--- config.mk ---
export PLATFORM = sky130hd
export DESIGN_NAME = dram_arbiter
export DESIGN_NICKNAME = d
export VERILOG_FILES = /design/src/rtl/dram_arbiter.sv
export SDC_FILE = /design/constraint.sdc
export NUM_CORES = 1
export LEC_CHECK = 0
export BUFFER_PORTS_ARGS = -buffer_cell sky130_fd_sc_hd__clkbuf_2
export CAP_MARGIN = 20
export CORE_AREA = 2 2 354 356
export DETAILED_ROUTE_END_ITERATION = 6
export DIE_AREA = 0 0 356 358
export GPL_TIMING_DRIVEN = 0
export HOLD_SLACK_MARGIN = 0.1
export SLEW_MARGIN = 20
export SYNTH_ARGS = -nofsm -noshare
export SYNTH_HDL_FRONTEND = slang
export SYNTH_SLANG_ARGS = --single-unit
--- constraint.sdc ---
create_clock -name clk_166_67_mhz -period 2.5 [get_ports clk_166_67_mhz]
set_input_delay 0.5 -clock clk_166_67_mhz [delete_from_list [all_inputs] [get_ports clk_166_67_mhz]]
set_output_delay 0.5 -clock clk_166_67_mhz [all_outputs]
set_load 0.02 [all_outputs]
--- src/rtl/dram_arbiter.sv ---
`default_nettype none
// ============================================================================
// Module   : dram_arbiter
// Purpose  : Two-port round-robin arbiter in front of the DRAM user interface.
//            Port 0 is the instruction-fetch refill path, port 1 is the
//            data-cache refill/writeback path. One command in flight at a
//            time, at most one outstanding read; read data returns to the
//            port that issued the read.
// Config   : DRAM_ARB_TIMEOUT_EN - enables a read watchdog in RD_WAIT. When
//            it expires, the owner gets rvalid with zero data plus rd_err.
//            Without it, RD_WAIT waits indefinitely and rd_err stays 0.
// Ports    : clk_166_67_mhz, dram_rstx_async (async, active-low)
//            m0_* / m1_*  : requester side (ren, wen, addr, wdata, wmask in;
//                           ack, rdata, rvalid out)
//            rd_err       : timed-out read response pulse
//            dram_*       : DRAM user interface (command out; busy,
//                           init_calib_complete, rdata, rdata_valid in)
// Revision : 1.0 - initial release
// ============================================================================
module dram_arbiter #(
  parameter int ADDR_W         = 27,
  parameter int DATA_W         = 128,
  parameter int MASK_W         = 16,
  parameter int TIMEOUT_CYCLES = 1024
) (
  input  logic              clk_166_67_mhz,
  input  logic              dram_rstx_async,
  input  logic              m0_ren,
  input  logic              m1_ren,
  input  logic              m0_wen,
  input  logic              m1_wen,
  input  logic [ADDR_W-1:0] m0_addr,
  input  logic [ADDR_W-1:0] m1_addr,
  input  logic [DATA_W-1:0] m0_wdata,
  input  logic [DATA_W-1:0] m1_wdata,
  input  logic [MASK_W-1:0] m0_wmask,
  input  logic [MASK_W-1:0] m1_wmask,
  output logic              m0_ack,
  output logic              m1_ack,
  output logic [DATA_W-1:0] m0_rdata,
  output logic [DATA_W-1:0] m1_rdata,
  output logic              m0_rvalid,
  output logic              m1_rvalid,
  output logic              rd_err,
  output logic              dram_ren,
  output logic              dram_wen,
  output logic [ADDR_W-1:0] dram_addr,
  output logic [DATA_W-1:0] dram_wdata,
  output logic [MASK_W-1:0] dram_wmask,
  input  logic              dram_busy,
  input  logic              dram_init_calib_complete,
  input  logic [DATA_W-1:0] dram_rdata,
  input  logic              dram_rdata_valid
);

  localparam logic [1:0] S_CALIB   = 2'd0;
  localparam logic [1:0] S_IDLE    = 2'd1;
  localparam logic [1:0] S_ISSUE   = 2'd2;
  localparam logic [1:0] S_RD_WAIT = 2'd3;

  logic [1:0] r_state;
  logic       r_ptr;      // port holding round-robin priority
  logic       r_owner;    // port that owns the command in flight
  logic       r_is_read;  // command in flight is a read

`ifdef DRAM_ARB_TIMEOUT_EN
  localparam int CNT_W = $clog2(TIMEOUT_CYCLES + 1);
  localparam logic [CNT_W-1:0] c_timeout_last = CNT_W'(TIMEOUT_CYCLES - 1);
  logic [CNT_W-1:0] r_wait_cnt;
`endif

  // Grant selection: priority port if it requests, otherwise the other one.
  logic w_req0;
  logic w_req1;
  logic w_any_req;
  logic w_sel;
  logic w_sel_wen;

  assign w_req0    = m0_ren | m0_wen;
  assign w_req1    = m1_ren | m1_wen;
  assign w_any_req = w_req0 | w_req1;
  assign w_sel     = r_ptr ? w_req1 : ~w_req0;
  // A port raising both ren and wen is treated as a write.
  assign w_sel_wen = w_sel ? m1_wen : m0_wen;

  always_ff @(posedge clk_166_67_mhz or negedge dram_rstx_async) begin
    if (!dram_rstx_async) begin
      r_state    <= S_CALIB;
      r_ptr      <= 1'b0;
      r_owner    <= 1'b0;
      r_is_read  <= 1'b0;
      m0_ack     <= 1'b0;
      m1_ack     <= 1'b0;
      m0_rdata   <= '0;
      m1_rdata   <= '0;
      m0_rvalid  <= 1'b0;
      m1_rvalid  <= 1'b0;
      rd_err     <= 1'b0;
      dram_ren   <= 1'b0;
      dram_wen   <= 1'b0;
      dram_addr  <= '0;
      dram_wdata <= '0;
      dram_wmask <= '0;
`ifdef DRAM_ARB_TIMEOUT_EN
      r_wait_cnt <= '0;
`endif
    end else begin
      // Pulse outputs default low every cycle.
      m0_ack    <= 1'b0;
      m1_ack    <= 1'b0;
      m0_rvalid <= 1'b0;
      m1_rvalid <= 1'b0;
      rd_err    <= 1'b0;

      case (r_state)
        S_CALIB: begin
          if (dram_init_calib_complete) begin
            r_state <= S_IDLE;
          end
        end

        S_IDLE: begin
          if (!dram_init_calib_complete) begin
            r_state <= S_CALIB;
          end else if (w_any_req) begin
            r_owner    <= w_sel;
            r_is_read  <= ~w_sel_wen;
            dram_ren   <= ~w_sel_wen;
            dram_wen   <= w_sel_wen;
            dram_addr  <= w_sel ? m1_addr  : m0_addr;
            dram_wdata <= w_sel ? m1_wdata : m0_wdata;
            dram_wmask <= w_sel ? m1_wmask : m0_wmask;
            r_state    <= S_ISSUE;
          end
        end

        S_ISSUE: begin
          // Command fields stay put until the DRAM takes the command.
          if (!dram_busy) begin
            dram_ren <= 1'b0;
            dram_wen <= 1'b0;
            if (r_owner) begin
              m1_ack <= 1'b1;
            end else begin
              m0_ack <= 1'b1;
            end
            r_ptr   <= ~r_owner;
            r_state <= r_is_read ? S_RD_WAIT : S_IDLE;
`ifdef DRAM_ARB_TIMEOUT_EN
            r_wait_cnt <= '0;
`endif
          end
        end

        S_RD_WAIT: begin
          if (dram_rdata_valid) begin
            if (r_owner) begin
              m1_rdata  <= dram_rdata;
              m1_rvalid <= 1'b1;
            end else begin
              m0_rdata  <= dram_rdata;
              m0_rvalid <= 1'b1;
            end
            r_state <= S_IDLE;
          end
`ifdef DRAM_ARB_TIMEOUT_EN
          else if (r_wait_cnt == c_timeout_last) begin
            // Complete the read with zero data so the requester never hangs.
            if (r_owner) begin
              m1_rdata  <= '0;
              m1_rvalid <= 1'b1;
            end else begin
              m0_rdata  <= '0;
              m0_rvalid <= 1'b1;
            end
            rd_err  <= 1'b1;
            r_state <= S_IDLE;
          end else begin
            r_wait_cnt <= r_wait_cnt + 1'b1;
          end
`endif
        end

        default: r_state <= S_CALIB;
      endcase
    end
  end

endmodule
`default_nettype wire

Word level (Yosys, flattened, before mapping)
Index checks and enable logic that the tools add are counted.
Word-level totals
  flip-flop bits (word level): 438
  bits of input ports: 479
  output and inout bits: 434
  word-level logic and storage cells: 68
Operators by class
  eq/ne operators: 9
  muxes and demuxes: 29
  bitwise gates (word level): 7
  reductions and logical operators: 8
Operators with widths (count)
  two-way mux 128 bit: 1
  two-way mux 27 bit: 1
  two-way mux 1 bit: 17
  two-way mux 16 bit: 1
  two-way mux 2 bit: 6
  != test 2 bit (second input constant): 5
  AND reduction 3 bit: 3
  one-hot mux 2 bit (4 select lines): 1
  AND reduction 4 bit: 2
  equality test 2 bit (second input constant): 2
  NOT 1 bit: 4
  one-hot mux 1 bit (2 select lines): 2
  != test 3 bit (second input constant): 1
  OR 1 bit: 3
  equality test 2 x 1 -> 1 bit (second input constant): 1
  zero test 2 bit: 1
  AND reduction 2 bit: 1
  nonzero test 2 bit: 1

Depth between registers and ports, before layout
  word-level depth: 8
  gate-level depth with buffers: 8
  gate-level depth less buffers: 6

Least setup slack after synthesis
No wires, ideal clock.
  kind: register to register
  start point: register r_state[0]
  end point: register m1_rdata[126]
  library setup time: 125 ps
  arrival: 1701 ps
  required time: 2375 ps
  slack: 675 ps
  cell stages (with the launch flop): 6
  path buffers: 2
  period minus slack after synthesis: 1825 ps
  cells stage by stage: dfrtp_1 > ha_1 > nand3_1 > clkbuf_1 > buf_2 > mux2_2
Between the ends
  word-level cells in the longest chain between the ends: 2
Ends and longest elaborated chain
  start: declaration: line 61  | logic [1:0] r_state;
  start signal: assignment: line 148  | r_state <= r_is_read ? S_RD_WAIT : S_IDLE;
  equality test 2 bit: line 115  | case (r_state)
  AND reduction 3 bit (no line)
  end signal: assignment: line 158  | m1_rdata <= dram_rdata;
  end: declaration: line 41  | output logic [DATA_W-1:0] m1_rdata,
Every way passes these cells.
A chain may end at the register's enable or synchronous reset.

Worst setup path after layout
  start point: register r_state[0]
  end point: register m0_rdata[85]
Between the ends
  word-level cells in the longest chain between the ends: 2
Ends and longest elaborated chain
  equality test 2 bit: line 115
  AND reduction 3 bit (no line)
  end signal: assignment: line 161  | m0_rdata <= dram_rdata;
  end: declaration: line 40  | output logic [DATA_W-1:0] m0_rdata,
Every way passes these cells.

==> results.py <==
metrics = {
    "hold_path": {
        "hp-class": "input pin to flip-flop",
    },
    "timing": {
        "layout_worst_path_cycle_share": 0.928,
        "min_period_ns": 2.32,
        "fmax_mhz": 431,
        "unrepaired_setup_endpoints_after_global_routing": "false",
        "finalClockSkew_ns": 0.0196,
        "report.final.setup_viol": 0,
        "setup-tns-final_ns": 0,
        "report.final.hold_viol_count": 0,
        "final-max-slew-violation-count": 0,
        "worst_pin_slew_ns": 0.940,
        "maxSlewHeadroom": 0.373,
    },
    "detailed_routing": {
        "detail_route.iter0.violations": 1078,
        "wire_per_inst_um": 19.8,
        "final_antenna_net_count": 0,
        "detail_route.first_pass.iterations": 5,
        "dr_total_vias": 16500,
        "detail_route.wirelength_um": 86600,
        "route.detailed.vias_per_inst": 3.75,
        "drc": 0,
    },
    "global_route": {
        "track_usage": 0.130,
        "grt_pass1_vias": 16800,
        "pin_count_of_the_biggest_net_entering_global_routing": 85,
        "first_pass_grt_wire_length_um": 119000,
        "number_of_antenna_violations_at_the_first_check_in_global_routing": 19,
        "grt_remaining_overflow": 0,
    },
    "floorplan": {
        "coreArea_um2": 123000,
        "die_h_um": 358,
        "dieWidth_um": 356,
        "ioPinCount": 913,
        "initial_utilization": 0.146,
        "die-area_um2": 127000,
        "rows": 129,
    },
    "synth": {
        "synthDominantCellAreaShare": 0.610,
        "synth_seq_area_share": 0.610,
        "synth-edff-count": 0,
        "synth-seq-cells": 438,
        "synth.avg_cell_area_um2": 11.1,
        "dominant_cell_type_by_area_after_synthesis": "dfrtp_1",
        "synthArstFlopShare": 1.00,
        "synthesis.instances": 1612,
        "yosys_warnings": 0,
        "dominantRegCellSynth": "dfrtp_1",
        "post_synth_main_area_contributors": "dfrtp_1, nand2_1, mux2i_1",
        "mappedNetlistNets": 2096,
        "synth.distinct_cells": 34,
        "netlist_area_pre_place_um2": 18000,
    },
    "power_and_ir_drop": {
        "power_uw": 35200,
        "power.density_nw_per_um2": 1270,
        "leakage_uw": 0.0147,
        "pwr-share-comb": 0.441,
        "vdd_drop_max_v": 0.000766,
        "power.share.clock": 0.215,
        "switching_share": 0.433,
        "share_seq_of_total_power": 0.345,
        "net-switching-power_uw": 15200,
        "cell_internal_pwr_uw": 19900,
    },
    "clocking": {
        "cts-htree-levels": 2,
        "numClockSinks": 438,
        "cts_inserted_buffers": 50,
        "source_to_sink_clock_delay_at_the_later_pin_of_the_worst_skew_pair_ns": 0.62,
        "cts.root.buffer_cell": "clkbuf_16",
        "clk_transition_reported_paths_ns": 0.06,
        "clockBufferDepth": 3,
        "cts_tree": "yes",
        "post-cts-setup-buffers": 0,
    },
    "final_layout": {
        "filler_cell_count": 13400,
        "register_area_um2": 11000,
        "layout.nets": 3184,
        "summed_area_of_non_filler_cells_in_the_final_layout_um2": 27600,
        "fraction_of_final_layout_cells_sized_beyond_drive_strength_1": 0.445,
        "mostFrequentLayoutCell": "clkbuf_2",
        "area_growth_syn_to_layout_pct": 53.8,
        "mostFrequentLayoutCells": "clkbuf_2, nand2_1, dfrtp_1",
        "multiInputGateArea_um2": 6400,
    },
    "worst_setup_path": {
        "cpLargestDelayFamily": "buffers and inverters",
        "crit_chain": "ha_1, nand2_1, or2_2, clkbuf_2, clkbuf_1, nand2_1, nand2_1",
        "crit_arrival_ns": 2.86,
        "crit_path_frequent_cell": "nand2_1",
        "worst-endpoint-required_ns": 3.04,
        "cp_bufs_invs": 2,
        "end_kind": "flip-flop",
        "worst_path_largest_cell_delay_ns": 0.58,
        "worst_path_max_delay_cell": "clkbuf_1",
        "max_fo_critical_path": 10,
        "start_kind": "flip-flop",
        "critPathKind": "flip-flop to flip-flop",
    },
    "run": {
        "drv.max_cap_violation_count": 0,
    },
    "placed_design": {
        "place.gp.congestion": 1.03,
        "place_area_um2": 24700,
        "dp_hpwl_um": 69800,
        "port_buffers": 911,
    },
    "status": {
        "status": "finished, final reports clean",
    },
}
==> path summary, 6_finish.rpt <==
check	from	to	slack, ns	depth (start not counted)
worst max-delay path	r_state[0]	m0_rdata[85]	0.18	7
worst min-delay path	m0_wdata[28]	dram_wdata[28]	0.15	3
worst max register to register	r_state[0]	m0_rdata[85]	0.18	7
worst min register to register	m0_rdata[53]	m0_rdata[53]	0.47	2
max in group asynchronous	dram_rstx_async	dram_addr[6]	0.34	5
min in group asynchronous	dram_rstx_async	m1_rdata[42]	0.47	2
==> cell families (layout without fill, tap and decap cells) <==
logic type               after synthesis  after routing  synth area share
multiplexers                         301            301             0.177
adder cells (fa/ha/maj)                5              5           0.00348
flip-flops                           438            438             0.610
AND/OR/NAND/NOR                      574            574             0.122
buffers and inverters                107           1234            0.0349
other                                  1              7          0.000209
AO/OA/AOI/OAI                        186            186            0.0531
==> flip-flops by register name, summed over array words and instances (netlist names) <==
signal and cells:
dram_wmask 16, r_state 2, r_is_read 1, m1_rdata 128
dram_ren 1, dram_wen 1, dram_addr 27, r_ptr 1
m0_ack 1, m0_rvalid 1, r_owner 1, m0_rdata 128
m1_ack 1, dram_wdata 128, m1_rvalid 1
==> repair_timing <==
| item | CTS | global route |
|---|---|---|
| pin swaps | 0 | 0 |
| endpoints found under the setup margin | 132 | 34 |
| gates resized for setup | 5 | 16 |
| hold endpoints to repair | 256 | 0 |
| hold buffers | 120 | 0 |
==> area by class of cell <==
type                       count  share of cell area
multi-input combinational   1067               0.232
clock buffer                  69              0.0523
inverter                       8             0.00109
timing repair buffer        1036               0.214
buffer                        99              0.0223
antenna                        6            0.000543
clock inverter                22             0.00765
sequential                   438               0.397
tap                         1637              0.0741
==> synthesized netlist by cell type, types with 2 or more instances <==
cell and n:
nand2_1 563, dfrtp_1 438, mux2i_1 173, mux2_2 128
o21ai_0 109, o21ai_1 67, buf_2 41, buf_6 20
clkbuf_1 18, clkbuf_2 16, inv_1 7, ha_1 5
a21oi_1 3, buf_1 3, nor2_1 2
==> power groups by stage <==
stage | logic [µW] | registers (µW) | clock network (µW)
after floorplan | 5110 | 15800 | 0
after global placement | 15300 | 12100 | 0
after detailed placement | 15500 | 12200 | 0
after CTS | 15600 | 12100 | 7790
after global routing | 16700 | 12500 | 8040
final | 15500 | 12100 | 7550
==> metal layers <==
metal | wire (µm) | GRT usage | part of all wire
met4 | 2730 | 0.0523 | 0.032
met3 | 6580 | 0.0322 | 0.076
met5 | 32 | 0 | 0.00037
met2 | 40900 | 0.211 | 0.47
met1 | 36400 | 0.164 | 0.42
==> worst register-to-register path: stages (launching register included) <==
cell and delay, ns:
dfrtp_1 0.42, ha_1 0.26, nand2_1 0.08, or2_2 0.19, clkbuf_2 0.43, clkbuf_1 0.60, nand2_1 0.16, nand2_1 0.11
==> per-stage QoR <==
step	utilization	instances	hold WS (ns)	worst slack, ns
6_report	0.224	4382	0.149	0.181
2_1_floorplan	-	1612	0.204	0.675
5_1_grt	0.224	4379	0.116	0.0151
3_3_place_gp	0.199	4160	0.459	-9.77
4_1_cts	0.224	4376	0.101	0.000260
3_5_place_dp	0.200	4165	0.461	-0.386
Note: power is estimated with default switching activity, not from simulation.
